`src/rtl/lpddr2_seq_pkg.sv`:
```
// Shared types and defaults for the LPDDR2 fetch/execute phase sequencer.
// The core presents 30-bit word addresses; the controller sees a narrower word address.
package lpddr2_seq_pkg;

    localparam int DEF_ADDR_W  = 27;
    localparam int DEF_DATA_W  = 32;
    localparam int DEF_TIMEOUT = 1023;
    localparam int CORE_WORD_W = 30;

    typedef enum logic [2:0] {
        S_IDLE      = 3'd0,
        S_FETCH_REQ = 3'd1,
        S_EXEC      = 3'd2,
        S_DATA_RD   = 3'd3,
        S_DATA_WR   = 3'd4,
        S_COMMIT    = 3'd5,
        S_DRAIN     = 3'd6,
        S_HALT      = 3'd7
    } state_t;

    // Clears every bit at or above addr_w so the low slice is the controller address.
    function automatic logic [CORE_WORD_W-1:0] trunc_word(
        input logic [CORE_WORD_W-1:0] word,
        input int                     addr_w
    );
        logic [CORE_WORD_W-1:0] mask;
        mask = '0;
        for (int i = 0; i < CORE_WORD_W; i++) begin
            if (i < addr_w) begin
                mask[i] = 1'b1;
            end
        end
        return word & mask;
    endfunction

endpackage

```
`src/rtl/lpddr2_req_watchdog.sv`:
```
// Counts cycles a memory request stays outstanding and flags the cycle in which
// the count would reach TIMEOUT, so the sequencer can abandon the request.
module lpddr2_req_watchdog #(
    parameter int TIMEOUT = 1023
) (
    input  logic clk,
    input  logic rst_n,
    input  logic i_clr,
    input  logic i_en,
    output logic o_expired
);

    localparam int CNT_W = $clog2(TIMEOUT + 1);
    localparam logic [CNT_W-1:0] LAST_CNT = CNT_W'(TIMEOUT - 1);
    localparam logic [CNT_W-1:0] MAX_CNT  = CNT_W'(TIMEOUT);

    logic [CNT_W-1:0] r_count;

    // Saturates at TIMEOUT so a stuck enable can never wrap back to zero.
    always_ff @(posedge clk or negedge rst_n) begin
        if (!rst_n) begin
            r_count <= '0;
        end else if (i_clr) begin
            r_count <= '0;
        end else if (i_en && (r_count != MAX_CNT)) begin
            r_count <= r_count + CNT_W'(1);
        end
    end

    assign o_expired = i_en && (r_count >= LAST_CNT);

endmodule

```
`src/rtl/lpddr2_phase_sequencer.sv`:
```
// Alternates the single LPDDR2 port between instruction fetch and the execute-phase
// data access, and emits the one-cycle commit strobe when an instruction retires.
module lpddr2_phase_sequencer
    import lpddr2_seq_pkg::*;
#(
    parameter int ADDR_W  = DEF_ADDR_W,
    parameter int DATA_W  = DEF_DATA_W,
    parameter int TIMEOUT = DEF_TIMEOUT
) (
    input  logic                   clk,
    input  logic                   rst_n,
    input  logic                   i_ena,
    input  logic                   i_jisr,
    input  logic [CORE_WORD_W-1:0] i_pc_word,
    input  logic [CORE_WORD_W-1:0] i_data_word,
    input  logic [DATA_W-1:0]      i_store_data,
    input  logic                   i_mem_rren,
    input  logic                   i_mem_wren,
    output logic [DATA_W-1:0]      o_instr,
    output logic [DATA_W-1:0]      o_load_data,
    output logic                   o_e,
    output logic                   o_fetch_phase,
    output logic                   o_abort,
    output logic [ADDR_W-1:0]      o_lpddr2_address,
    output logic [DATA_W-1:0]      o_lpddr2_write_data,
    input  logic [DATA_W-1:0]      i_lpddr2_read_data,
    output logic                   o_lpddr2_rreq,
    output logic                   o_lpddr2_wreq,
    input  logic                   i_lpddr2_ack
);

    state_t r_state;
    state_t w_next_state;

    logic r_rreq;
    logic r_wreq;
    logic r_e;
    logic r_fetch;
    logic r_abort;
    logic [ADDR_W-1:0] r_addr;
    logic [DATA_W-1:0] r_wdata;
    logic [DATA_W-1:0] r_instr;
    logic [DATA_W-1:0] r_load;

    logic w_busy;
    logic w_ack;
    logic w_expired;
    logic w_rreq_nxt;
    logic w_wreq_nxt;
    logic w_e_nxt;
    logic w_fetch_nxt;
    logic w_abort_nxt;
    logic w_req_start;
    logic [CORE_WORD_W-1:0] w_pc_masked;
    logic [CORE_WORD_W-1:0] w_data_masked;
    logic w_unused_hi;

    // An ack only means something while one of our requests is actually raised.
    assign w_busy = r_rreq | r_wreq;
    assign w_ack  = i_lpddr2_ack & w_busy;

    assign w_pc_masked   = trunc_word(i_pc_word, ADDR_W);
    assign w_data_masked = trunc_word(i_data_word, ADDR_W);
    assign w_unused_hi   = ^{w_pc_masked[CORE_WORD_W-1:ADDR_W],
                             w_data_masked[CORE_WORD_W-1:ADDR_W]};

    lpddr2_req_watchdog #(
        .TIMEOUT (TIMEOUT)
    ) u_watchdog (
        .clk       (clk),
        .rst_n     (rst_n),
        .i_clr     (i_lpddr2_ack | ~w_busy),
        .i_en      (w_busy),
        .o_expired (w_expired)
    );

    always_ff @(posedge clk or negedge rst_n) begin
        if (!rst_n) begin
            r_state <= S_IDLE;
        end else begin
            r_state <= w_next_state;
        end
    end

    // Ack beats the watchdog in the same cycle; jisr beats everything except expiry/HALT.
    always_comb begin
        w_next_state = r_state;
        case (r_state)
            S_IDLE: begin
                if (i_ena) begin
                    w_next_state = S_FETCH_REQ;
                end
            end
            S_FETCH_REQ: begin
                if (w_ack) begin
                    w_next_state = i_jisr ? S_FETCH_REQ : S_EXEC;
                end else if (w_expired) begin
                    w_next_state = S_HALT;
                end else if (i_jisr && w_busy) begin
                    w_next_state = S_DRAIN;
                end
            end
            S_EXEC: begin
                if (i_jisr) begin
                    w_next_state = S_FETCH_REQ;
                end else if (i_mem_wren) begin
                    w_next_state = S_DATA_WR;
                end else if (i_mem_rren) begin
                    w_next_state = S_DATA_RD;
                end else begin
                    w_next_state = S_COMMIT;
                end
            end
            S_DATA_RD, S_DATA_WR: begin
                if (w_ack) begin
                    w_next_state = i_jisr ? S_FETCH_REQ : S_COMMIT;
                end else if (w_expired) begin
                    w_next_state = S_HALT;
                end else if (i_jisr) begin
                    w_next_state = S_DRAIN;
                end
            end
            S_COMMIT: begin
                if (i_jisr || i_ena) begin
                    w_next_state = S_FETCH_REQ;
                end else begin
                    w_next_state = S_IDLE;
                end
            end
            S_DRAIN: begin
                if (w_ack) begin
                    w_next_state = S_FETCH_REQ;
                end else if (w_expired) begin
                    w_next_state = S_HALT;
                end
            end
            S_HALT: begin
                w_next_state = S_HALT;
            end
            default: begin
                w_next_state = S_IDLE;
            end
        endcase
    end

    // Requests always drop for at least one cycle after an ack, even when the
    // following state issues a new request straight away.
    always_comb begin
        w_rreq_nxt = 1'b0;
        w_wreq_nxt = 1'b0;
        if (!w_ack) begin
            case (w_next_state)
                S_FETCH_REQ, S_DATA_RD: w_rreq_nxt = 1'b1;
                S_DATA_WR:              w_wreq_nxt = 1'b1;
                S_DRAIN: begin
                    w_rreq_nxt = r_rreq;
                    w_wreq_nxt = r_wreq;
                end
                default: begin
                    w_rreq_nxt = 1'b0;
                    w_wreq_nxt = 1'b0;
                end
            endcase
        end
        w_e_nxt     = (w_next_state == S_COMMIT);
        w_fetch_nxt = (w_next_state == S_FETCH_REQ);
        w_abort_nxt = r_abort | (w_next_state == S_HALT);
        w_req_start = (w_rreq_nxt | w_wreq_nxt) & ~w_busy;
    end

    // Address and write data are captured only on a rising request so they stay put until ack.
    always_ff @(posedge clk or negedge rst_n) begin
        if (!rst_n) begin
            r_rreq  <= 1'b0;
            r_wreq  <= 1'b0;
            r_e     <= 1'b0;
            r_fetch <= 1'b0;
            r_abort <= 1'b0;
            r_addr  <= '0;
            r_wdata <= '0;
            r_instr <= '0;
            r_load  <= '0;
        end else begin
            r_rreq  <= w_rreq_nxt;
            r_wreq  <= w_wreq_nxt;
            r_e     <= w_e_nxt;
            r_fetch <= w_fetch_nxt;
            r_abort <= w_abort_nxt;
            if (w_req_start) begin
                r_addr <= (w_next_state == S_FETCH_REQ) ? w_pc_masked[ADDR_W-1:0]
                                                        : w_data_masked[ADDR_W-1:0];
            end
            if (w_req_start && w_wreq_nxt) begin
                r_wdata <= i_store_data;
            end
            if ((r_state == S_FETCH_REQ) && (w_next_state == S_EXEC)) begin
                r_instr <= i_lpddr2_read_data;
            end
            if ((r_state == S_DATA_RD) && (w_next_state == S_COMMIT)) begin
                r_load <= i_lpddr2_read_data;
            end
        end
    end

    // A jisr arriving in COMMIT must still cancel the retirement already on the wire.
    assign o_e                 = r_e & ~i_jisr;
    assign o_instr             = r_instr;
    assign o_load_data         = r_load;
    assign o_fetch_phase       = r_fetch;
    assign o_abort             = r_abort;
    assign o_lpddr2_address    = r_addr;
    assign o_lpddr2_write_data = r_wdata;
    assign o_lpddr2_rreq       = r_rreq;
    assign o_lpddr2_wreq       = r_wreq;

endmodule

```
`config.mk`:
```
export PLATFORM = sky130hd
export DESIGN_NAME = lpddr2_phase_sequencer
export DESIGN_NICKNAME = d
export VERILOG_FILES = /design/src/rtl/lpddr2_seq_pkg.sv /design/src/rtl/lpddr2_req_watchdog.sv /design/src/rtl/lpddr2_phase_sequencer.sv
export SDC_FILE = /design/constraint.sdc
export NUM_CORES = 1
export LEC_CHECK = 0
export CAP_MARGIN = 20
export CORE_MARGIN = 2
export CORE_UTILIZATION = 39
export CTS_CLUSTER_DIAMETER = 50
export DETAILED_ROUTE_END_ITERATION = 7
export GPL_TIMING_DRIVEN = 0
export PLACE_DENSITY = 0.77
export SYNTH_ARGS = -nofsm -noshare
export SYNTH_HDL_FRONTEND = slang
export SYNTH_SLANG_ARGS = --single-unit
```
`constraint.sdc`:
```
create_clock -name clk -period 2.97 [get_ports clk]
set_input_delay 0.891 -clock clk [delete_from_list [all_inputs] [get_ports clk]]
set_output_delay 0.891 -clock clk [all_outputs]
set_load 0.05 [all_outputs]
```
Word level (Yosys, flattened, before mapping)
Index checks and enable logic that the tools add are counted.

Bits in registers: 141. Output and inout port bits: 128. Word-level logic and storage cells: 71. Input port bits: 131.

$add $sub $neg: 1. Equal/unequal tests: 15. Bitwise gates (word level): 9. $lt $le $gt $ge: 1. Mux-type cells: 23. Reduce and logical (&&, ||, !) cells: 11.

Operators by type and width (count): 3-bit 2-to-1 mux (13); 27-bit 2-to-1 mux (1); 3-bit equality test (second input constant) (8); 3-bit case mux with 7 select lines (1); 10-bit 2-to-1 mux (2); 3-bit by 2-bit equality test with 1-bit output (second input constant) (4); 10-bit by 1-bit adder with 10-bit output (second input constant) (1); 10-bit greater-or-equal comparator (second input constant) (1); 10-bit inequality test (second input constant) (1); 3-bit by 1-bit equality test with 1-bit output (second input constant) (2); 1-bit logical AND (6); 1-bit bitwise OR (4); 1-bit case mux with 2 select lines (2); 2-bit OR reduction (2); 1-bit bitwise AND (3); 3-bit logical NOT (1); 1-bit 2-to-1 mux (3); 2-bit 2-to-1 mux (1); 1-bit NOT (2); 2-bit nonzero test (1); 1-bit logical OR (1).

Longest topological paths before layout
Depth in word-level cells: 13. Mapped depth: 12. Mapped depth without buffers: 9.

By module
Synthesis repeated with hierarchy kept, for this count alone.

Cells, all modules: 444. Area total of the unflattened synthesis: 6249.7 µm².

By module, submodules not included: lpddr2_phase_sequencer (sequential area each 3278.1 µm², area each 5532.8 µm², cells each 367, times used 1); lpddr2_req_watchdog (sequential area each 250.2 µm², area each 716.9 µm², cells each 77, times used 1).

Worst setup path before layout
No wires, ideal clock.

Path type: input to register. Start point: input i_jisr. End point: register r_addr[6], in the netlist o_lpddr2_address[6]. Library setup time: 0.125 ns. Cell stages on the path: 11. Required time: 2.845 ns. Path slack: -0.156 ns. Data arrival time: 3.001 ns. Path buffers: 4. Cell sequence: buf_2 > o31ai_1 > nand2_1 > a22o_1 > a21o_4 > and4b_2 > buf_2 > o21bai_1 > buf_2 > buf_4 > mux2_2.

Longest elaborated chain between the ends: 11. Elaborated cells on any way between the ends: 25. Those cells by class: eq/ne: 4; mux: 16; bitwise: 2; reduce/logical: 3.

RTL lines: start, declared (RTL line lpddr2_phase_sequencer.sv:13) `input logic i_jisr,`; 1-bit logical AND (RTL line lpddr2_phase_sequencer.sv:99) `end else if (i_jisr && w_busy) begin`; 3-bit 2-to-1 mux (RTL line lpddr2_phase_sequencer.sv:99); 3-bit 2-to-1 mux (RTL line lpddr2_phase_sequencer.sv:97) `end else if (w_expired) begin`; 3-bit 2-to-1 mux (RTL line lpddr2_phase_sequencer.sv:95) `if (w_ack) begin`; 3-bit case mux with 7 select lines (*) (RTL line lpddr2_phase_sequencer.sv:88) `case (r_state)`; named net w_next_state[0] (RTL line lpddr2_phase_sequencer.sv:33) `state_t w_next_state;`; 3-bit by 1-bit equality test with 1-bit output or 3-bit by 2-bit equality test with 1-bit output (tied branches) (RTL line lpddr2_phase_sequencer.sv:152, lpddr2_phase_sequencer.sv:190); 2-bit OR reduction (RTL line lpddr2_phase_sequencer.sv:152) `case (w_next_state)`; 1-bit case mux with 2 select lines (RTL line lpddr2_phase_sequencer.sv:152); 1-bit 2-to-1 mux (RTL line lpddr2_phase_sequencer.sv:151) `if (!w_ack) begin`; 1-bit bitwise OR (RTL line lpddr2_phase_sequencer.sv:168) `w_req_start = (w_rreq_nxt | w_wreq_nxt) & ~w_busy;`; 1-bit bitwise AND (RTL line lpddr2_phase_sequencer.sv:168); end signal, assigned (RTL line lpddr2_phase_sequencer.sv:190) `r_addr <= (w_next_state == S_FETCH_REQ) ? w_pc_masked[ADDR_W-1:0]`; end, declared (RTL line lpddr2_phase_sequencer.sv:40) `logic [ADDR_W-1:0] r_addr;`.

The timed path passes the listed nets; every way through them passes the cells marked *. A chain may end at the register's enable or synchronous reset.

Worst setup path after layout
Start point: input i_jisr. End point: register r_addr[14], in the netlist o_lpddr2_address[14].

Same word-level chain as after synthesis.

==> run summary <==
arrival time worst endpoint -> 3.24 ns
later-pin clock latency in the skew report -> 0.41 ns
CP endpoint kind -> register
maximum VDD drop -> 1.13 mV
clock power share -> 14.7%
Final TNS setup -> 0 ns
Setup CP Type -> input pin to register
post-synthesis simple-gate area fraction -> 5.53%
hold slack -> 0.423 ns
FF+latch area -> 0.00353 mm^2
drt initial violations -> 159
Compound-Gate Fraction of Synth Area -> 3.50%
P_int -> 0.00838 W
switching pwr -> 0.00634 W
Hold WC Path Type -> input pin to asynchronous set/reset pin
most common cell after layout, fill and taps aside -> clkdlybuf4s50_1
Slew Limit Fails -> 0
Max-slew headroom -> 61.1%
sequential fraction of the synthesis area -> 57.3%
Placed Cells incl. Taps -> 875
std cell rows -> 45
DP HPWL -> 12100 um
Setup crit start kind -> input pin
Ys Warns -> 0
DRC Markers -> 0
post-synth cell types -> 54
unrepaired setup endpoints after global routing -> yes
clk sink count -> 141
Final period util -> 99.5%
Starting Density -> 40.2%
IO Pins -> 259
max_cap viols -> 0
Top delay family on crit path -> simple AND/OR/NAND/NOR gates
area share of the largest cell type after synthesis -> 57.3%
Num CTS Buffers -> 17
first-pass GRT wire length -> 25500 um
router iterations before antenna repair -> 5
Multi-input gate area -> 0.00254 mm^2
Max Fclk -> 338 MHz
Syn Nets -> 544
post-synthesis xor/xnor area fraction -> 0.853%
Die Wd -> 130 um
Synth Register Bits -> 141
most frequent cells in the layout -> 246 x clkdlybuf4s50_1, 139 x dfrtp_1, 112 x mux2_2
clock root buffer -> clkbuf_16
clock buffer depth -> 2
Sw Share -> 43.1%
final WL -> 16700 um
Netlist Area Pre-Place -> 0.00616 mm^2
top cells by area, synth -> dfrtp_1 57%, mux2_2 20%, mux2_4 9.3%
Post-Synthesis Cells -> 411
worst-path fanout max -> 8
Worst Path Required -> 3.26 ns
area share of fa/ha/maj cells after synthesis -> 0.406%
area leader, netlist -> dfrtp_1
CP bufs+invs -> 4
synthesized area per cell -> 15.0 um^2
Max stage delay on crit path -> 0.57 ns
Die Span Y -> 130 um
final setup vio count -> 0
final std cells w/o fill -> 923
die footprint -> 0.0168 mm^2
CP max stage cell -> or4b_4
Lkg Pwr -> 4.28 nW
Fillers -> 1136
combinational share of power -> 62.9%
Reg clk slew, reported paths -> 0.06 ns
H-tree depth -> 4
gr usage total -> 19.8%
nets -> 835
sequential fraction of design power -> 22.5%
Core ar. -> 0.0153 mm^2
Hold Vio Cnt, Final -> 0
sequence of cells on the critical path -> clkdlybuf4s15_2 -> buf_8 -> and2_1 -> o311ai_2 -> o211ai_2 -> or4b_4 -> buf_12 -> buf_12 -> mux2_4 -> mux2_4
CTS tree -> yes
initial antenna violation count -> 0
fraction of layout cells with a size suffix above 1 -> 34.4%
status -> complete, no violations
post-route antenna net violation count -> 0
Area Overhead vs Synth -> 60.7%
skew final -> 0.00733 ns
IO buf count -> 252
post-route minimum period -> 2.95 ns
ANT cells -> 0
vias in the first global route -> 4901
Worst Max-Slew Pin Slew -> 0.578 ns
Vias/cell -> 4.85
global placement routability congestion -> 0.844
wire per inst -> 18.1 um
DR vias -> 4476
largest family of logic cells by synthesized area -> multiplexers
power per standard cell area -> 1490 mW/mm^2
GRT Residual Overflow -> 0
multiplexer share of the synthesized area -> 29.9%
pin count of the biggest net entering global routing -> 87
-- final timing paths --
check	cells after the start	slack [ns]	end	start
max	10	0.02	o_lpddr2_address[14]$_DFFE_PN0P_	i_jisr
min	1	0.42	o_instr[7]$_DFFE_PN0P_	rst_n
max reg2reg	10	0.03	o_lpddr2_address[14]$_DFFE_PN0P_	r_state[2]$_DFF_PN0_
min reg2reg	1	0.49	o_abort$_DFF_PN0_	o_abort$_DFF_PN0_
max in group asynchronous	2	1.75	o_lpddr2_rreq$_DFF_PN0_	rst_n
min in group clk	1	0.49	o_abort$_DFF_PN0_	o_abort$_DFF_PN0_
-- synth_stat cells, drive strengths merged --
master	instances
mux2	150
dfrtp	141
nor2	17
buf	14
nand2	10
clkbuf	7
a31oi	4
inv	4
nand3	4
nand4	4
nor2b	4
nor3	4
o21ai	4
xor2	4
a21oi	2
a22oi	2
a31o	2
ha	2
o211ai	2
o21a	2
o21bai	2
or2b	2
xnor2	2
a211oi	1
a21o	1
a22o	1
a32oi	1
and2	1
and2b	1
and3	1
and4	1
and4b	1
mux2i	1
nand2b	1
nand4b	1
nor3b	1
nor4	1
o221a	1
o22a	1
o311ai	1
o31ai	1
or2	1
or3	1
or4	1
or4b	1
-- sequential cells by signal (all words and copies together) (netlist names) --
name / flops
r_state: 3
o_lpddr2_address: 27
o_fetch_phase: 1
o_instr: 32
o_lpddr2_wreq: 1
o_lpddr2_write_data: 32
o_load_data: 32
o_abort: 1
o_lpddr2_rreq: 1
r_e: 1
u_watchdog.r_count: 10
-- power groups by stage --
stage | Sequential (W) | Combinational [W] | Clock, W
finish | 0.00331 | 0.00925 | 0.00216
CTS | 0.00332 | 0.00925 | 0.00221
global placement | 0.00328 | 0.00846 | 0
floorplan | 0.00626 | 0.00303 | 0
detailed placement | 0.00334 | 0.00859 | 0
global route | 0.00342 | 0.00966 | 0.00229
-- what timing repair did --
action / in CTS / in global routing
gates cloned: 2 / 0
gates resized for setup: 34 / 11
buffers inserted: 16 / 3
endpoints found under the setup margin: 118 / 63
pin swaps: 9 / 1
hold buffers: 0 / 0
-- stage by stage --
| stage | util (%) | setup slack, ns | power [W] | area [um^2] |
|---|---|---|---|---|
| floorplan | - | -0.0694 | 0.00929 | 6180 |
| global placement | 58.5 | -4.49 | 0.0117 | 8960 |
| detailed placement | 58.7 | -0.910 | 0.0119 | 8990 |
| CTS | 64.3 | 0.00788 | 0.0148 | 9850 |
| global route | 64.6 | -0.0431 | 0.0154 | 9890 |
| finish | 64.6 | 0.0153 | 0.0147 | 9890 |
-- layout make-up --
cell class | count | area share [%]
plain buffers | 20 | 1.87
clock buffers | 20 | 4.72
clock inverters | 9 | 1.38
inverters | 4 | 0.152
multi-input cells | 245 | 25.7
flip-flops and latches | 141 | 35.7
well taps | 211 | 2.67
repair buffers | 273 | 27.8
-- metal layers --
layer	global-route usage, %	up-vias	part of all wire [%]	wire length [um]
li1	-	2053	-	-
met1	21.3	2207	37	6190
met2	34.3	199	50	8350
met3	9.29	17	12	1970
met4	6.39	0	1.3	219
met5	0	-	0	0
-- cell families after synthesis --
kind of cell / after synthesis
adders and majority gates: 2
xor gates and xnor gates: 6
DFF: 141
muxes: 151
buffers and inverters: 25
and+or+nand+nor: 58
AOI/OAI and AO/OA: 28
(Power assumes the default switching activity.)
